File: src/rtl/page_table_responder_if.sv
// Walk request/response channels (8B and 32B pages) plus the page-table write port.
// Optional PAGE_8B_FAULT/PAGE_32B_FAULT signals exist only when PAGE_TABLE_FAULT_EN is defined.
interface page_table_responder_if;
    logic        PAGE_8B_RQST;
    logic [5:0]  PAGE_8B_LOOKUP;
    logic [11:0] PAGE_8B_RECV;
    logic        PAGE_8B_COMPLETE;

    logic        PAGE_32B_RQST;
    logic [3:0]  PAGE_32B_LOOKUP;
    logic [7:0]  PAGE_32B_RECV;
    logic        PAGE_32B_COMPLETE;

    logic        PT_WR_EN;
    logic        PT_WR_SEL;
    logic [5:0]  PT_WR_IDX;
    logic [5:0]  PT_WR_PPN;
    logic        PT_WR_VALID;

    logic        BUSY;

`ifdef PAGE_TABLE_FAULT_EN
    logic        PAGE_8B_FAULT;
    logic        PAGE_32B_FAULT;

    modport master (
        output PAGE_8B_RQST, PAGE_8B_LOOKUP, PAGE_32B_RQST, PAGE_32B_LOOKUP,
               PT_WR_EN, PT_WR_SEL, PT_WR_IDX, PT_WR_PPN, PT_WR_VALID,
        input  PAGE_8B_RECV, PAGE_8B_COMPLETE, PAGE_32B_RECV, PAGE_32B_COMPLETE,
               BUSY, PAGE_8B_FAULT, PAGE_32B_FAULT
    );

    modport slave (
        input  PAGE_8B_RQST, PAGE_8B_LOOKUP, PAGE_32B_RQST, PAGE_32B_LOOKUP,
               PT_WR_EN, PT_WR_SEL, PT_WR_IDX, PT_WR_PPN, PT_WR_VALID,
        output PAGE_8B_RECV, PAGE_8B_COMPLETE, PAGE_32B_RECV, PAGE_32B_COMPLETE,
               BUSY, PAGE_8B_FAULT, PAGE_32B_FAULT
    );
`else
    modport master (
        output PAGE_8B_RQST, PAGE_8B_LOOKUP, PAGE_32B_RQST, PAGE_32B_LOOKUP,
               PT_WR_EN, PT_WR_SEL, PT_WR_IDX, PT_WR_PPN, PT_WR_VALID,
        input  PAGE_8B_RECV, PAGE_8B_COMPLETE, PAGE_32B_RECV, PAGE_32B_COMPLETE,
               BUSY
    );

    modport slave (
        input  PAGE_8B_RQST, PAGE_8B_LOOKUP, PAGE_32B_RQST, PAGE_32B_LOOKUP,
               PT_WR_EN, PT_WR_SEL, PT_WR_IDX, PT_WR_PPN, PT_WR_VALID,
        output PAGE_8B_RECV, PAGE_8B_COMPLETE, PAGE_32B_RECV, PAGE_32B_COMPLETE,
               BUSY
    );
`endif
endinterface

File: src/rtl/page_table_responder.sv
// Page-table responder for TLB misses: one walk at a time, COMPLETE ACCESS_LAT edges after grant.
// Latency ACCESS_LAT (1..15); requesters hold RQST until COMPLETE, the loser of arbitration simply waits.
// Optional entry valid bits / FAULT outputs under PAGE_TABLE_FAULT_EN.
module page_table_responder #(
    parameter int unsigned ACCESS_LAT = 4
) (
    input  logic                  clk,
    input  logic                  rst_n,
    page_table_responder_if.slave bus
);

    localparam logic [1:0] ST_IDLE = 2'd0;
    localparam logic [1:0] ST_WAIT = 2'd1;
    localparam logic [1:0] ST_DONE = 2'd2;

    localparam logic [3:0] CNT_INIT = 4'(ACCESS_LAT - 1);

    logic [1:0]  state;
    logic [3:0]  cnt;
    logic        gnt_ch;      // 0 = 8B channel, 1 = 32B channel
    logic        rr_ptr;      // channel preferred on the next contested grant
    logic [5:0]  idx;

    logic [5:0]  tbl8  [64];
    logic [3:0]  tbl32 [16];

    logic [11:0] recv8_q;
    logic [7:0]  recv32_q;
    logic        comp8_q;
    logic        comp32_q;

    logic        any_rqst;
    logic        pick;
    logic        gnt_rqst;
    logic [5:0]  rd_ppn8;
    logic [3:0]  rd_ppn32;
    logic        rd_ok;

    assign any_rqst = bus.PAGE_8B_RQST | bus.PAGE_32B_RQST;
    assign pick     = (bus.PAGE_8B_RQST && bus.PAGE_32B_RQST) ? rr_ptr : bus.PAGE_32B_RQST;
    assign gnt_rqst = gnt_ch ? bus.PAGE_32B_RQST : bus.PAGE_8B_RQST;

`ifdef PAGE_TABLE_FAULT_EN
    logic [63:0] vld8;
    logic [15:0] vld32;
    logic        flt8_q;
    logic        flt32_q;

    always_ff @(posedge clk or negedge rst_n) begin
        if (!rst_n) begin
            vld8  <= '0;
            vld32 <= '0;
        end else if (bus.PT_WR_EN) begin
            if (bus.PT_WR_SEL) begin
                vld32[bus.PT_WR_IDX[3:0]] <= bus.PT_WR_VALID;
            end else begin
                vld8[bus.PT_WR_IDX] <= bus.PT_WR_VALID;
            end
        end
    end

    assign rd_ok              = gnt_ch ? vld32[idx[3:0]] : vld8[idx];
    assign bus.PAGE_8B_FAULT  = flt8_q;
    assign bus.PAGE_32B_FAULT = flt32_q;
`else
    logic unused_wr_valid;

    assign unused_wr_valid = bus.PT_WR_VALID;
    assign rd_ok           = 1'b1;
`endif

    // Table storage; reads below see the pre-write contents on a shared edge.
    always_ff @(posedge clk or negedge rst_n) begin
        if (!rst_n) begin
            for (int i = 0; i < 64; i++) begin
                tbl8[i] <= 6'(i);
            end
            for (int j = 0; j < 16; j++) begin
                tbl32[j] <= 4'(j);
            end
        end else if (bus.PT_WR_EN) begin
            if (bus.PT_WR_SEL) begin
                tbl32[bus.PT_WR_IDX[3:0]] <= bus.PT_WR_PPN[3:0];
            end else begin
                tbl8[bus.PT_WR_IDX] <= bus.PT_WR_PPN;
            end
        end
    end

    always_comb begin
        rd_ppn8  = tbl8[idx];
        rd_ppn32 = tbl32[idx[3:0]];
    end

    always_ff @(posedge clk or negedge rst_n) begin
        if (!rst_n) begin
            state    <= ST_IDLE;
            cnt      <= '0;
            gnt_ch   <= 1'b0;
            rr_ptr   <= 1'b0;
            idx      <= '0;
            recv8_q  <= '0;
            recv32_q <= '0;
            comp8_q  <= 1'b0;
            comp32_q <= 1'b0;
`ifdef PAGE_TABLE_FAULT_EN
            flt8_q   <= 1'b0;
            flt32_q  <= 1'b0;
`endif
        end else begin
            case (state)
                ST_IDLE: begin
                    if (any_rqst) begin
                        gnt_ch <= pick;
                        rr_ptr <= ~pick;
                        idx    <= pick ? {2'b00, bus.PAGE_32B_LOOKUP} : bus.PAGE_8B_LOOKUP;
                        cnt    <= CNT_INIT;
                        state  <= ST_WAIT;
                    end
                end
                ST_WAIT: begin
                    if (!gnt_rqst) begin
                        state <= ST_IDLE;
                    end else if (cnt == 4'd0) begin
                        // An invalid entry still completes, but with a zero PPN.
                        if (gnt_ch) begin
                            recv32_q <= {idx[3:0], rd_ok ? rd_ppn32 : 4'h0};
                            comp32_q <= 1'b1;
`ifdef PAGE_TABLE_FAULT_EN
                            flt32_q  <= ~rd_ok;
`endif
                        end else begin
                            recv8_q  <= {idx, rd_ok ? rd_ppn8 : 6'h00};
                            comp8_q  <= 1'b1;
`ifdef PAGE_TABLE_FAULT_EN
                            flt8_q   <= ~rd_ok;
`endif
                        end
                        state <= ST_DONE;
                    end else begin
                        cnt <= cnt - 4'd1;
                    end
                end
                ST_DONE: begin
                    if (!gnt_rqst) begin
                        recv8_q  <= '0;
                        recv32_q <= '0;
                        comp8_q  <= 1'b0;
                        comp32_q <= 1'b0;
`ifdef PAGE_TABLE_FAULT_EN
                        flt8_q   <= 1'b0;
                        flt32_q  <= 1'b0;
`endif
                        state    <= ST_IDLE;
                    end
                end
                default: begin
                    state <= ST_IDLE;
                end
            endcase
        end
    end

    assign bus.PAGE_8B_RECV      = recv8_q;
    assign bus.PAGE_8B_COMPLETE  = comp8_q;
    assign bus.PAGE_32B_RECV     = recv32_q;
    assign bus.PAGE_32B_COMPLETE = comp32_q;
    assign bus.BUSY              = (state != ST_IDLE);

endmodule

File: src/flat_wrapper.sv
// flat-port wrapper written by rule: the top's interface ports become plain ports
module page_table_responder_flat 
#(
    parameter int unsigned ACCESS_LAT = 4
)
  (clk, rst_n, bus_PAGE_8B_RQST, bus_PAGE_8B_LOOKUP, bus_PAGE_32B_RQST, bus_PAGE_32B_LOOKUP, bus_PT_WR_EN, bus_PT_WR_SEL, bus_PT_WR_IDX, bus_PT_WR_PPN, bus_PT_WR_VALID, bus_PAGE_8B_RECV, bus_PAGE_8B_COMPLETE, bus_PAGE_32B_RECV, bus_PAGE_32B_COMPLETE, bus_BUSY);
  page_table_responder_if bus_i ();
  input  logic clk;
  input  logic rst_n;
  input wire logic [$bits(bus_i.PAGE_8B_RQST)-1:0] bus_PAGE_8B_RQST;
  input wire logic [$bits(bus_i.PAGE_8B_LOOKUP)-1:0] bus_PAGE_8B_LOOKUP;
  input wire logic [$bits(bus_i.PAGE_32B_RQST)-1:0] bus_PAGE_32B_RQST;
  input wire logic [$bits(bus_i.PAGE_32B_LOOKUP)-1:0] bus_PAGE_32B_LOOKUP;
  input wire logic [$bits(bus_i.PT_WR_EN)-1:0] bus_PT_WR_EN;
  input wire logic [$bits(bus_i.PT_WR_SEL)-1:0] bus_PT_WR_SEL;
  input wire logic [$bits(bus_i.PT_WR_IDX)-1:0] bus_PT_WR_IDX;
  input wire logic [$bits(bus_i.PT_WR_PPN)-1:0] bus_PT_WR_PPN;
  input wire logic [$bits(bus_i.PT_WR_VALID)-1:0] bus_PT_WR_VALID;
  output wire logic [$bits(bus_i.PAGE_8B_RECV)-1:0] bus_PAGE_8B_RECV;
  output wire logic [$bits(bus_i.PAGE_8B_COMPLETE)-1:0] bus_PAGE_8B_COMPLETE;
  output wire logic [$bits(bus_i.PAGE_32B_RECV)-1:0] bus_PAGE_32B_RECV;
  output wire logic [$bits(bus_i.PAGE_32B_COMPLETE)-1:0] bus_PAGE_32B_COMPLETE;
  output wire logic [$bits(bus_i.BUSY)-1:0] bus_BUSY;
  assign bus_i.PAGE_8B_RQST = bus_PAGE_8B_RQST;
  assign bus_i.PAGE_8B_LOOKUP = bus_PAGE_8B_LOOKUP;
  assign bus_i.PAGE_32B_RQST = bus_PAGE_32B_RQST;
  assign bus_i.PAGE_32B_LOOKUP = bus_PAGE_32B_LOOKUP;
  assign bus_i.PT_WR_EN = bus_PT_WR_EN;
  assign bus_i.PT_WR_SEL = bus_PT_WR_SEL;
  assign bus_i.PT_WR_IDX = bus_PT_WR_IDX;
  assign bus_i.PT_WR_PPN = bus_PT_WR_PPN;
  assign bus_i.PT_WR_VALID = bus_PT_WR_VALID;
  assign bus_PAGE_8B_RECV = bus_i.PAGE_8B_RECV;
  assign bus_PAGE_8B_COMPLETE = bus_i.PAGE_8B_COMPLETE;
  assign bus_PAGE_32B_RECV = bus_i.PAGE_32B_RECV;
  assign bus_PAGE_32B_COMPLETE = bus_i.PAGE_32B_COMPLETE;
  assign bus_BUSY = bus_i.BUSY;
  page_table_responder #(.ACCESS_LAT(ACCESS_LAT)) u_core (.clk(clk), .rst_n(rst_n), .bus(bus_i));
endmodule
File: config.mk
export PLATFORM = sky130hd
export DESIGN_NAME = page_table_responder_flat
export DESIGN_NICKNAME = d
export VERILOG_FILES = /design/src/rtl/page_table_responder_if.sv /design/src/rtl/page_table_responder.sv /design/src/flat_wrapper.sv
export SDC_FILE = /design/constraint.sdc
export NUM_CORES = 1
export LEC_CHECK = 0
export ABC_CLOCK_PERIOD_IN_PS = 2700
export CORE_MARGIN = 2
export CORE_UTILIZATION = 50
export CTS_BUF_LIST = sky130_fd_sc_hd__clkbuf_8
export DETAILED_ROUTE_END_ITERATION = 10
export GPL_ROUTABILITY_DRIVEN = 0
export HOLD_SLACK_MARGIN = 0.1
export PLACE_DENSITY = 0.66
export SYNTH_ARGS = -nofsm -noshare
export SYNTH_HDL_FRONTEND = slang
export SYNTH_SLANG_ARGS = --single-unit
export TNS_END_PERCENT = 5
File: constraint.sdc
create_clock -name clk -period 2.7 [get_ports clk]
set_clock_uncertainty 0.2 [all_clocks]
set_input_delay 0.54 -clock clk [delete_from_list [all_inputs] [get_ports clk]]
set_output_delay 0.54 -clock clk [all_outputs]
set_load 0.005 [all_outputs]
* Yosys cells after proc, flatten, opt, wreduce, memory -nomap -nowiden
Cells that the tools add are included.
** Word-level totals
- Flip-flop bits (word level) :: 484
- Bits in latches :: 0
- Bits in writable memories :: 0
- ROM bits :: 0
- Input port bits :: 29
- Logic and storage cells :: 171
- Memories :: 0
** Cells by class
- $add $sub $neg :: 1
- $mul :: 0
- Div/mod/pow operators :: 0
- $lt $le $gt $ge :: 6
- Equality and inequality tests :: 10
- Shifts and indexed selects :: 0
- Mux-type cells :: 43
- Bitwise logic cells :: 7
- Reductions and logical operators :: 15
** Operators by type and width (number)
- 384-bit bitwise mux :: 1
- 64-bit bitwise mux :: 1
- 12-bit 2-to-1 mux :: 4
- 6-bit binary-select mux with 6-bit select :: 1
- 6-bit demux with 6-bit select :: 1
- 8-bit 2-to-1 mux :: 4
- 4-bit 2-to-1 mux :: 6
- 6-bit 2-to-1 mux :: 4
- 12-bit case mux with 2 select lines :: 1
- 4-bit binary-select mux with 4-bit select :: 1
- 4-bit demux with 4-bit select :: 1
- 8-bit case mux with 2 select lines :: 1
- 7-bit >= comparator, second input constant :: 2
- 6-bit inverter with 7-bit output :: 2
- 5-bit >= comparator, second input constant :: 2
- 4-bit inverter with 5-bit output :: 2
- 5-bit AND reduction :: 2
- 1-bit 2-to-1 mux :: 9
- 2-bit 2-to-1 mux :: 4
- 2-bit by 1-bit != test with 1-bit output, second input constant :: 4
- 4-bit case mux with 2 select lines :: 1
- 7-bit by 1-bit < comparator with 1-bit output, second input constant :: 1
- 2-bit != test, second input constant :: 3
- 2-bit case mux with 3 select lines :: 1
- other kinds (15) :: 23

* Longest topological paths before layout
Gate-level depths: netlist (run 1).
- Word-level depth :: 8
- Gate-level depth with buffers :: 9

* Worst setup path before layout (run 1)
OpenSTA, ideal clock, no wires.
- Path type :: input to register
- From :: in bus_PT_WR_IDX[5]
- To :: reg u_core.tbl8[362] (netlist name)
- Setup time :: 0.125 ns
- Data arrival time :: 1.969 ns
- Slack :: 0.407 ns
- Stages :: 5
- Path buffers :: 1
- Cells stage by stage :: clkbuf_1 -> nor2_1 -> nand3b_2 -> nor3_1 -> mux2_2
** Between the ends
- Cells in the longest elaborated chain, start to end :: 6
- Elaborated cells between the ends (all ways) :: 7
** Ends and longest elaborated chain
- start, declared :: RTL line flat_wrapper.sv:16 : input wire logic [$bits(bus_i.PT_WR_IDX)-1:0] bus_PT_WR_IDX;
- 6-bit inverter with 7-bit output (not written as such) * :: RTL line page_table_responder.sv:85 : tbl8[bus.PT_WR_IDX] <= bus.PT_WR_PPN;
- 7-bit >= comparator (not written as such) / 7-bit by 1-bit < comparator with 1-bit output (equally long branches) :: RTL line page_table_responder.sv:85
- 1-bit logical AND (not written as such) :: RTL line page_table_responder.sv:85
- 6-bit 2-to-1 mux (not written as such) :: RTL line page_table_responder.sv:85
- 6-bit demux with 6-bit select * :: RTL line page_table_responder.sv:85
- 384-bit bitwise mux * :: RTL line page_table_responder.sv:85
- end signal, assigned by index :: RTL line page_table_responder.sv:76 : tbl8[i] <= 6'(i);
- end signal, assigned by index :: RTL line page_table_responder.sv:85
- end, declared :: RTL line page_table_responder.sv:24 : logic [5:0] tbl8 [64];
Every way passes the cells marked *; elsewhere a longest branch is shown, timed or not.
A chain may end at the register's enable or synchronous reset.

* Worst setup path in the final report (run 1)
- From :: reg u_core.idx[0]
- To :: reg u_core.recv8_q[1], in the netlist u_core.bus.PAGE_8B_RECV[1]
** Between the ends
- Cells in the longest elaborated chain, start to end :: 8
** Ends and longest elaborated chain
- start, declared :: RTL line page_table_responder.sv:22 : logic [5:0] idx;
- start signal, assigned :: RTL line page_table_responder.sv:116 : idx <= pick ? {2'b00, bus.PAGE_32B_LOOKUP} : bus.PAGE_8B_LOOKUP;
- 6-bit inverter with 7-bit output (not written as such) :: RTL line page_table_responder.sv:91 : rd_ppn8 = tbl8[idx];
- 6-bit binary-select mux with 6-bit select :: RTL line page_table_responder.sv:91
- 6-bit 2-to-1 mux (not written as such) (2 in series) :: RTL line page_table_responder.sv:91
- 12-bit 2-to-1 mux :: RTL line page_table_responder.sv:126 : if (gnt_ch) begin
- 12-bit 2-to-1 mux :: RTL line page_table_responder.sv:124 : end else if (cnt == 4'd0) begin
- 12-bit 2-to-1 mux :: RTL line page_table_responder.sv:122 : if (!gnt_rqst) begin
- 12-bit case mux with 2 select lines :: RTL line page_table_responder.sv:111 : case (state)
- end signal, assigned :: RTL line page_table_responder.sv:133 : recv8_q <= {idx, rd_ok ? rd_ppn8 : 6'h00};
- end, declared :: RTL line page_table_responder.sv:27 : logic [11:0] recv8_q;
Every way passes these cells. The select of a mux whose other input is x is not followed.

==> flow_summary.ini, run 1 <==
[sta]
rsz0062_at_grt = yes
setup_viol = 0
period_share_pct = 98.7
slew_violations = 0
slew_headroom_pct = 19.9
max_freq_mhz = 375
hold_violations = 0
layout_setup_ws_ps = 35.2
worst_slew_pin_slew_ps = 1200
fin_crit_ps = 2660
whs_ps = 229
setup_tns_ps = 0

[synth]
syn_inst = 1538
yosysUniqueCellTypes = 43
synth_nets = 1572
synth_top_area_share_pct = 28.9
synth_edf_count = 0
ys_seq_area_share_pct = 55.1
synth.area.top_cells = dfrtp_1 29%, dfstp_2 26%, mux2_2 23%
synth_area_um2 = 22500
synth-main-ff-cell = dfrtp_1
post-synth-top-area-cell = dfrtp_1
yosysMostFrequentCell = mux2_2
ys_seq_elements = 484
avgSynthCellArea_um2 = 14.6
postSynth.asyncResetShare_pct = 100
synth-warning-count = 0
yosys-top-cells-count = 461 x mux2_2, 260 x dfrtp_1, 224 x dfstp_2, 92 x mux4_2, 90 x nand2_1

[setup_path]
criticalPathCategory = flip-flop to flip-flop
reg2reg_slack_ps = 40
crit_fanout = 18
start_kind = flip-flop
worstPathArrival_ps = 3000
critical_path_required_ps = 3030
worstSetupEndpointType = flip-flop

[die]
die_area_um2 = 46700
core.rowCount = 77
core-area_um2 = 44300
design.portCount = 52
start_util_pct = 50.8
die_x_um = 216
die_h_um = 216

[layout]
final-seq-area_um2 = 12400
area_growth_pct = 17.8
fillerInstances = 3484
final_area_um2 = 26500
multi_input_area_um2 = 9640
final_cells = 2388
drive_gt1_share_pct = 59.2
diodes = 0
finalNetCount = 1761

[clock_tree]
clk_pin_slew_ps = 60
cts_tree = yes
clkLatencyLatePin_ps = 650
cts-htree-levels = 3
cts_buffer_depth = 3
cts_sinks = 484
cts_root_buf = clkbuf_8
cts_inserted_buffers = 82

[flow_run]
cap_violations = 0

[placed_design]
place_area_um2 = 24800
place_ws_ps = -86.7
portBuffers = 50
place_inst = 2233
dp_hpwl_um = 36600

[global_routing]
track_usage_pct = 23.8
grt_pass1_wl_um = 84900
overflow = 0
grt_max_degree = 81
antenna_found_initial = 0
grt_pass1_vias = 14358

[drt]
drtIter0Drc = 996
drcViolationCount = 0
vias_per_cell = 5.76
drtAntennaViolNets = 0
drt_first_pass_iters = 5
vias = 13760
wl_um = 54000
wl_per_cell_um = 22.6

[status]
outcome = finished, final reports clean

[power]
peakVddDrop_mv = 0.445
p_per_area_nw_per_um2 = 821
p_leak_nw = 11.8

[hold_path]
hold_path.class = primary input to flip-flop
-- path summary, 6_finish.rpt --
check / endpoint / depth (start not counted) / start
hold / removal: u_core.tbl8[182] / 3 / bus_PT_WR_PPN[2]
setup / recovery: u_core.bus.PAGE_8B_RECV[1] / 7 / u_core.idx[0]
max in group asynchronous: u_core.tbl8[315] / 3 / rst_n
setup reg to reg: u_core.bus.PAGE_8B_RECV[1] / 7 / u_core.idx[0]
min in group asynchronous: u_core.tbl32[28] / 2 / rst_n
hold reg to reg: u_core.bus.PAGE_32B_COMPLETE / 1 / u_core.bus.PAGE_32B_COMPLETE
-- cells in the final DEF, fill, tap and decap left out, types with 18 or more instances in the layout --
cell type and n:
mux2_2 461, dfrtp_1 257, dfstp_2 224, buf_4 126, clkbuf_8 102, mux4_2 92, nand2_1 90, inv_1 56
nor2_1 56, mux2i_1 50, clkdlybuf4s50_1 42, buf_12 31, a22o_1 30, nand3_1 19, o21ai_0 19, a22oi_1 18
-- metrics by stage --
stage | utilization (%) | power (mW)
after global placement | 56.1 | 15.3
final | 59.8 | 21.8
after CTS | 59.8 | 22.0
after floorplan | - | 12.9
after global routing | 59.8 | 22.9
after detailed placement | 56.1 | 15.5
-- worst max-delay path: stages, from the launching register on --
cell and delay, ps:
dfrtp_4 570, buf_12 250, buf_12 210, mux4_2 530
mux2_2 280, nand2_1 60, nand4_1 160, a22o_1 270
-- sequential cells by signal, indices dropped and copies added, names as in the netlist --
signal and flops:
u_core.tbl32 64, u_core.state 2, u_core.cnt 4, u_core.idx 6, u_core.bus.PAGE_32B_COMPLETE 1, u_core.tbl8 384
u_core.bus.PAGE_8B_RECV 12, u_core.rr_ptr 1, u_core.bus.PAGE_32B_RECV 8, u_core.gnt_ch 1, u_core.bus.PAGE_8B_COMPLETE 1
-- power by group --
group	switching (mW)	internal, mW
sequential	0.558	8.41
combinational	3.17	3.21
clock	2.94	3.49
-- repair_timing --
item / in CTS / in global routing
gates resized for setup: 3 / 4
hold endpoints to repair: 233 / 0
hold buffers: 1 / 0
buffers inserted: 1 / 0
setup endpoints to repair: 2 / 6
-- kinds of logic after synthesis --
logic type	Yosys count	share of synthesized area, %
fa+ha+maj	5	0.278
compound gates	103	3.29
mux	603	34.5
buf+inv	115	2.20
flops	484	55.1
simple gates	228	4.67
-- routing by layer --
layer  share of wire, %  vias to the layer above  GRT usage [%]  wire, um
met5                  0                        -              0         0
met1                 45                     7287           33.5     24400
met3                4.2                      120           4.70      2290
met4                3.5                        0           9.61      1880
met2                 47                      281           36.5     25400
li1                   -                     6072              -         -
-- layout make-up --
type / count / share of cell area (%)
repair buffers: 209 / 7.79
multi-input cells: 939 / 36.3
clock buffers: 102 / 5.29
inverters: 11 / 0.156
clock inverters: 51 / 0.849
flip-flops and latches: 484 / 46.8
well taps: 592 / 2.79
Note: power is estimated with default switching activity, not from simulation.
==> inputs of run 2 (changes only) <==
--- a/config.mk
+++ b/config.mk
@@ -5,6 +5,7 @@
 export SDC_FILE = /design/constraint.sdc
 export NUM_CORES = 1
 export LEC_CHECK = 0
+export ABC_AREA = 1
 export ABC_CLOCK_PERIOD_IN_PS = 2700
 export CORE_MARGIN = 2
 export CORE_UTILIZATION = 50
==> flow_summary.ini, run 2 <==
[layout]
final_cell_mix = 1031 x nand2_1, 361 x nand3_1, 323 x o21ai_0, 257 x dfrtp_1, 224 x dfstp_2
largest_reg_flops = 384
drive_gt1_share_pct = 16.3
diodes = 0
finalNetCount = 2795
final_cells = 3421
final_common_cell = nand2_1
top_register = u_core.tbl8
area_growth_pct = 13.7
fillerInstances = 3981
final_area_um2 = 25500

[synth]
synthAdderAreaFrac_pct = 0.279
ys_seq_area_share_pct = 55.3
postSynth.asyncResetShare_pct = 100
synth-warning-count = 0
yosys-top-cells-count = 1031 x nand2_1, 361 x nand3_1, 323 x o21ai_0, 260 x dfrtp_1, 224 x dfstp_2
synth_compound_area_share_pct = 12.4
avgSynthCellArea_um2 = 8.16
synth_xor_area_share_pct = 0
yosysUniqueCellTypes = 31
ys_seq_elements = 484
syn_inst = 2746
synth-main-ff-cell = dfrtp_1
synth_edf_count = 0
synth_top_area_share_pct = 29.0
synth_area_um2 = 22400
synth-simple-area-share_pct = 27.2
post-synth-top-area-cell = dfrtp_1
muxShareOfSynthArea_pct = 0
yosysMostFrequentCell = nand2_1
synth_top_family_by_area = simple AND/OR/NAND/NOR gates
synth_nets = 2780
synth.area.top_cells = dfrtp_1 29%, dfstp_2 26%, nand2_1 17%

[hold_path]
hold_path.class = primary input to async pin

[clock_tree]
cts_tree = yes
clk_pin_slew_ps = 60
cts-htree-levels = 3
cts_root_buf = clkbuf_8
cts_sinks = 484
clkLatencyLatePin_ps = 670
cts_inserted_buffers = 82
cts_buffer_depth = 3

[drt]
wl_um = 62300
drt_first_pass_iters = 6
drtAntennaViolNets = 0
drtIter0Drc = 2123
vias_per_cell = 5.58
vias = 19074
wl_per_cell_um = 18.2
drcViolationCount = 0

[power]
peakVddDrop_mv = 0.575
p_per_area_nw_per_um2 = 935
p_leak_nw = 10.8

[die]
die_x_um = 216
die_h_um = 216
core-area_um2 = 44200
start_util_pct = 50.7
core.rowCount = 77
die_area_um2 = 46500
design.portCount = 52

[sta]
fin_crit_ps = 2620
slew_violations = 0
whs_ps = 233
setup_viol = 0
rsz0062_at_grt = no
setup_tns_ps = 0
layout_setup_ws_ps = 78.8
period_share_pct = 97.1
max_freq_mhz = 382
worst_slew_pin_slew_ps = 617
hold_violations = 0
slew_headroom_pct = 58.8

[setup_path]
start_kind = flip-flop
worstPathArrival_ps = 1880
critical_path_required_ps = 1960
criticalPathCategory = flip-flop to output port
crit_fanout = 4
worstSetupEndpointType = output port

[global_routing]
grt_pass1_wl_um = 101000
antenna_found_initial = 1
overflow = 0
grt_max_degree = 80
track_usage_pct = 27.3
grt_pass1_vias = 18417

[placed_design]
place_ws_ps = -54.0
portBuffers = 50
place_inst = 3265
dp_hpwl_um = 38200
place_area_um2 = 23800

[flow_run]
cap_violations = 0

[status]
outcome = finished, final reports clean
## run 2: final timing paths
path	from	slack (ps)	cells after the start	endpoint
max	u_core.state[0]	80	4	bus_BUSY
min	rst_n	230	2	u_core.tbl8[221]
max reg2reg	u_core.idx[0]	320	12	u_core.bus.PAGE_8B_RECV[1]
min reg2reg	u_core.tbl8[228]	270	2	u_core.tbl8[228]
max in group asynchronous	rst_n	1200	3	u_core.tbl8[289]
min in group clk	u_core.tbl8[228]	270	2	u_core.tbl8[228]
## run 2: repair_timing
| action | 4_1_cts | 5_1_grt |
|---|---|---|
| gates cloned | 0 | 0 |
| buffers inserted | 1 | 2 |
| resized for setup | 1 | 0 |
| hold buffers | 1 | 0 |
| setup endpoints to repair | 1 | 1 |
| endpoints found under the hold margin | 96 | 0 |
## run 2: per-layer routing
metal,wire length [um],vias to the layer above,global-route usage [%]
li1,-,9106,-
met1,28100,9202,38.9
met2,28400,660,41.9
met3,4270,106,4.90
met4,1490,0,10.2
met5,0,-,0
## run 2: per-stage QoR
step           power (mW)  util, %
2_1_floorplan        14.0        -
3_3_place_gp         17.1     53.8
3_5_place_dp         17.2     53.8
4_1_cts              23.8     57.5
5_1_grt              25.2     57.6
6_report             23.8     57.6
## run 2: cell type report
class | instances | area, um2 | share of cell area [%]
Multi-Input combinational cell | 2011 | 8940 | 35.1
Sequential cell | 484 | 12400 | 48.7
Clock buffer | 103 | 1420 | 5.57
Inverter | 45 | 178 | 0.698
Clock inverter | 49 | 223 | 0.875
Timing Repair Buffer | 137 | 1560 | 6.13
Tap cell | 592 | 741 | 2.91
## run 2: critical path: stages, from the launching register on
cell and delay (ps):
dfrtp_1 360, inv_1 60, ha_1 220, inv_2 90, clkdlybuf4s50_1 500
## run 2: cell families (layout without fill, tap and decap cells)
logic type	count (synthesis)	in the layout
compound gates	537	537
flops	484	484
fa+ha+maj	5	5
buf+inv	251	334
simple gates	1469	1469
## run 2: power breakdown
part           internal, mW  switching [mW]
clock                  3.52            3.00
sequential             8.41           0.569
combinational          2.73            5.57
total                  14.7            9.14
==> inputs of run 3 (changes only) <==
--- a/config.mk
+++ b/config.mk
@@ -5,7 +5,6 @@
 export SDC_FILE = /design/constraint.sdc
 export NUM_CORES = 1
 export LEC_CHECK = 0
-export ABC_AREA = 1
 export ABC_CLOCK_PERIOD_IN_PS = 2700
 export CORE_MARGIN = 2
 export CORE_UTILIZATION = 50
@@ -14,6 +13,7 @@
 export GPL_ROUTABILITY_DRIVEN = 0
 export HOLD_SLACK_MARGIN = 0.1
 export PLACE_DENSITY = 0.66
+export SKIP_CTS_REPAIR_TIMING = 1
 export SYNTH_ARGS = -nofsm -noshare
 export SYNTH_HDL_FRONTEND = slang
 export SYNTH_SLANG_ARGS = --single-unit
==> flow_summary.ini, run 3 (synthesis gave the netlist of run 1 again) <==
[global_routing]
overflow = 0
track_usage_pct = 23.8
grt_max_degree = 81
antenna_found_initial = 0
grt_pass1_vias = 14355
grt_pass1_wl_um = 84800

[layout]
area_growth_pct = 17.8
drive_gt1_share_pct = 59.2
top_register = u_core.tbl8
final_common_cell = mux2_2
final_area_um2 = 26500
finalNetCount = 1760
diodes = 0
largest_reg_flops = 384
final_cell_mix = 461 x mux2_2, 257 x dfrtp_1, 224 x dfstp_2, 125 x buf_4, 102 x clkbuf_8

[clock_tree]
clkLatencyLatePin_ps = 660
cts_inserted_buffers = 82
cts_root_buf = clkbuf_8
cts_buffer_depth = 3
cts_sinks = 484
cts_tree = yes
clk_pin_slew_ps = 60
cts-htree-levels = 3

[setup_path]
reg2reg_slack_ps = 50
r2r-start = u_core.idx[0]
worstRegToRegCells = 7
start_kind = flip-flop
criticalPathCategory = flip-flop to flip-flop
crit_fanout = 18
critical_path_required_ps = 3030
worst_r2r_endpoint = u_core.bus.PAGE_8B_RECV[1]
worstPathArrival_ps = 2980
worstSetupEndpointType = flip-flop

[die]
design.portCount = 52
die_area_um2 = 46700
core.rowCount = 77
core-area_um2 = 44300
start_util_pct = 50.8
die_x_um = 216
die_h_um = 216

[sta]
hold_violations = 0
slew_violations = 0
rsz0062_at_grt = yes
worst_slew_pin_slew_ps = 1150
whs_ps = 231
fin_crit_ps = 2650
max_freq_mhz = 378
setup_viol = 0
slew_headroom_pct = 23.1
period_share_pct = 98.0

[placed_design]
dp_hpwl_um = 36600
place_area_um2 = 24800
portBuffers = 50

[power]
p_per_area_nw_per_um2 = 821
pwr-share-seq_pct = 41.2
p_int_mw = 15.1
p_leak_nw = 11.8
switching_power_mw = 6.67
clock_power_share_pct = 29.5
peakVddDrop_mv = 0.447
swShare_pct = 30.6
combinationalPowerShare_pct = 29.3
power_mw = 21.8

[drt]
wl_um = 54000
wl_per_cell_um = 22.6
vias_per_cell = 5.77
drtIter0Drc = 1032
vias = 13770
drcViolationCount = 0
drtAntennaViolNets = 0
drt_first_pass_iters = 5

[hold_path]
hold_path.class = primary input to async pin

[flow_run]
cap_violations = 0

[status]
outcome = finished, final reports clean
[run 3: cell types whose count changed in the layout (fill, tap and decap cells not counted), moves of 12 or more]
cell / delta
nand2_1: -941
mux2_2: +461
nand3_1: -342
o21ai_0: -304
o21ai_1: -162
mux4_2: +92
buf_4: +71
mux2i_1: +50
a22o_1: +30
a22oi_1: +17
o211ai_1: -16
inv_1: -15
nand2b_1: +12
nand4_1: +12
[run 3: worst max path at each step]
stage / start / to / slack [ps] / depth (start not counted)
6_report: u_core.idx[0] / u_core.bus.PAGE_8B_RECV[1] / 50 / 7
5_1_grt: u_core.idx[0] / u_core.bus.PAGE_8B_RECV[5] / -30 / 7
4_1_cts: u_core.state[0] / bus_BUSY / -90 / 4
3_5_place_dp: bus_PT_WR_IDX[4] / u_core.tbl8[374] / -90 / 7
3_3_place_gp: bus_PT_WR_IDX[4] / u_core.tbl8[373] / -40 / 7
2_1_floorplan: bus_PT_WR_IDX[5] / u_core.tbl8[362] / 410 / 5
[run 3: metal layers]
metal / GRT usage, % / share of wire, % / vias up
li1: - / - / 6068
met1: 33.3 / 45 / 7263
met2: 36.4 / 47 / 309
met3: 4.86 / 4.7 / 130
met4: 9.63 / 3.6 / 0
met5: 0 / 0 / -
[run 3: layout make-up]
type	instances	area, um2
clock buffer	102	1400
clock inverter	51	225
fill	3486	17800
inverter	11	41.3
multi-input combinational	939	9640
sequential	484	12400
tap	592	741
timing repair buffer	208	2060
[run 3: power by group through the flow]
stage               Combinational [mW]  Sequential, mW  Clock, mW
floorplan                         4.10            8.82          0
global placement                  6.28            9.02          0
detailed placement                6.38            9.08          0
CTS                               6.41            8.96       6.61
global route                      6.85            9.07       6.94
finish                            6.38            8.97       6.43
[run 3: worst max-delay path, cell delays in order, from the launching register on]
cell     delay [ps]
dfrtp_4         570
buf_12          250
buf_12          210
mux4_2          530
mux2_2          280
nand2_1          60
nand4_1         150
a22o_1          260
[run 3: per-stage QoR]
stage,setup TNS (ps),utilization (%),std cells,setup slack [ps]
after floorplan,0,-,1538,407
after global placement,-865,56.1,2233,-36.4
after detailed placement,-3210,56.1,2233,-86.7
after CTS,-95.0,59.7,2386,-94.5
after global routing,-68.2,59.8,2387,-33.3
final,0,59.8,2387,54.3
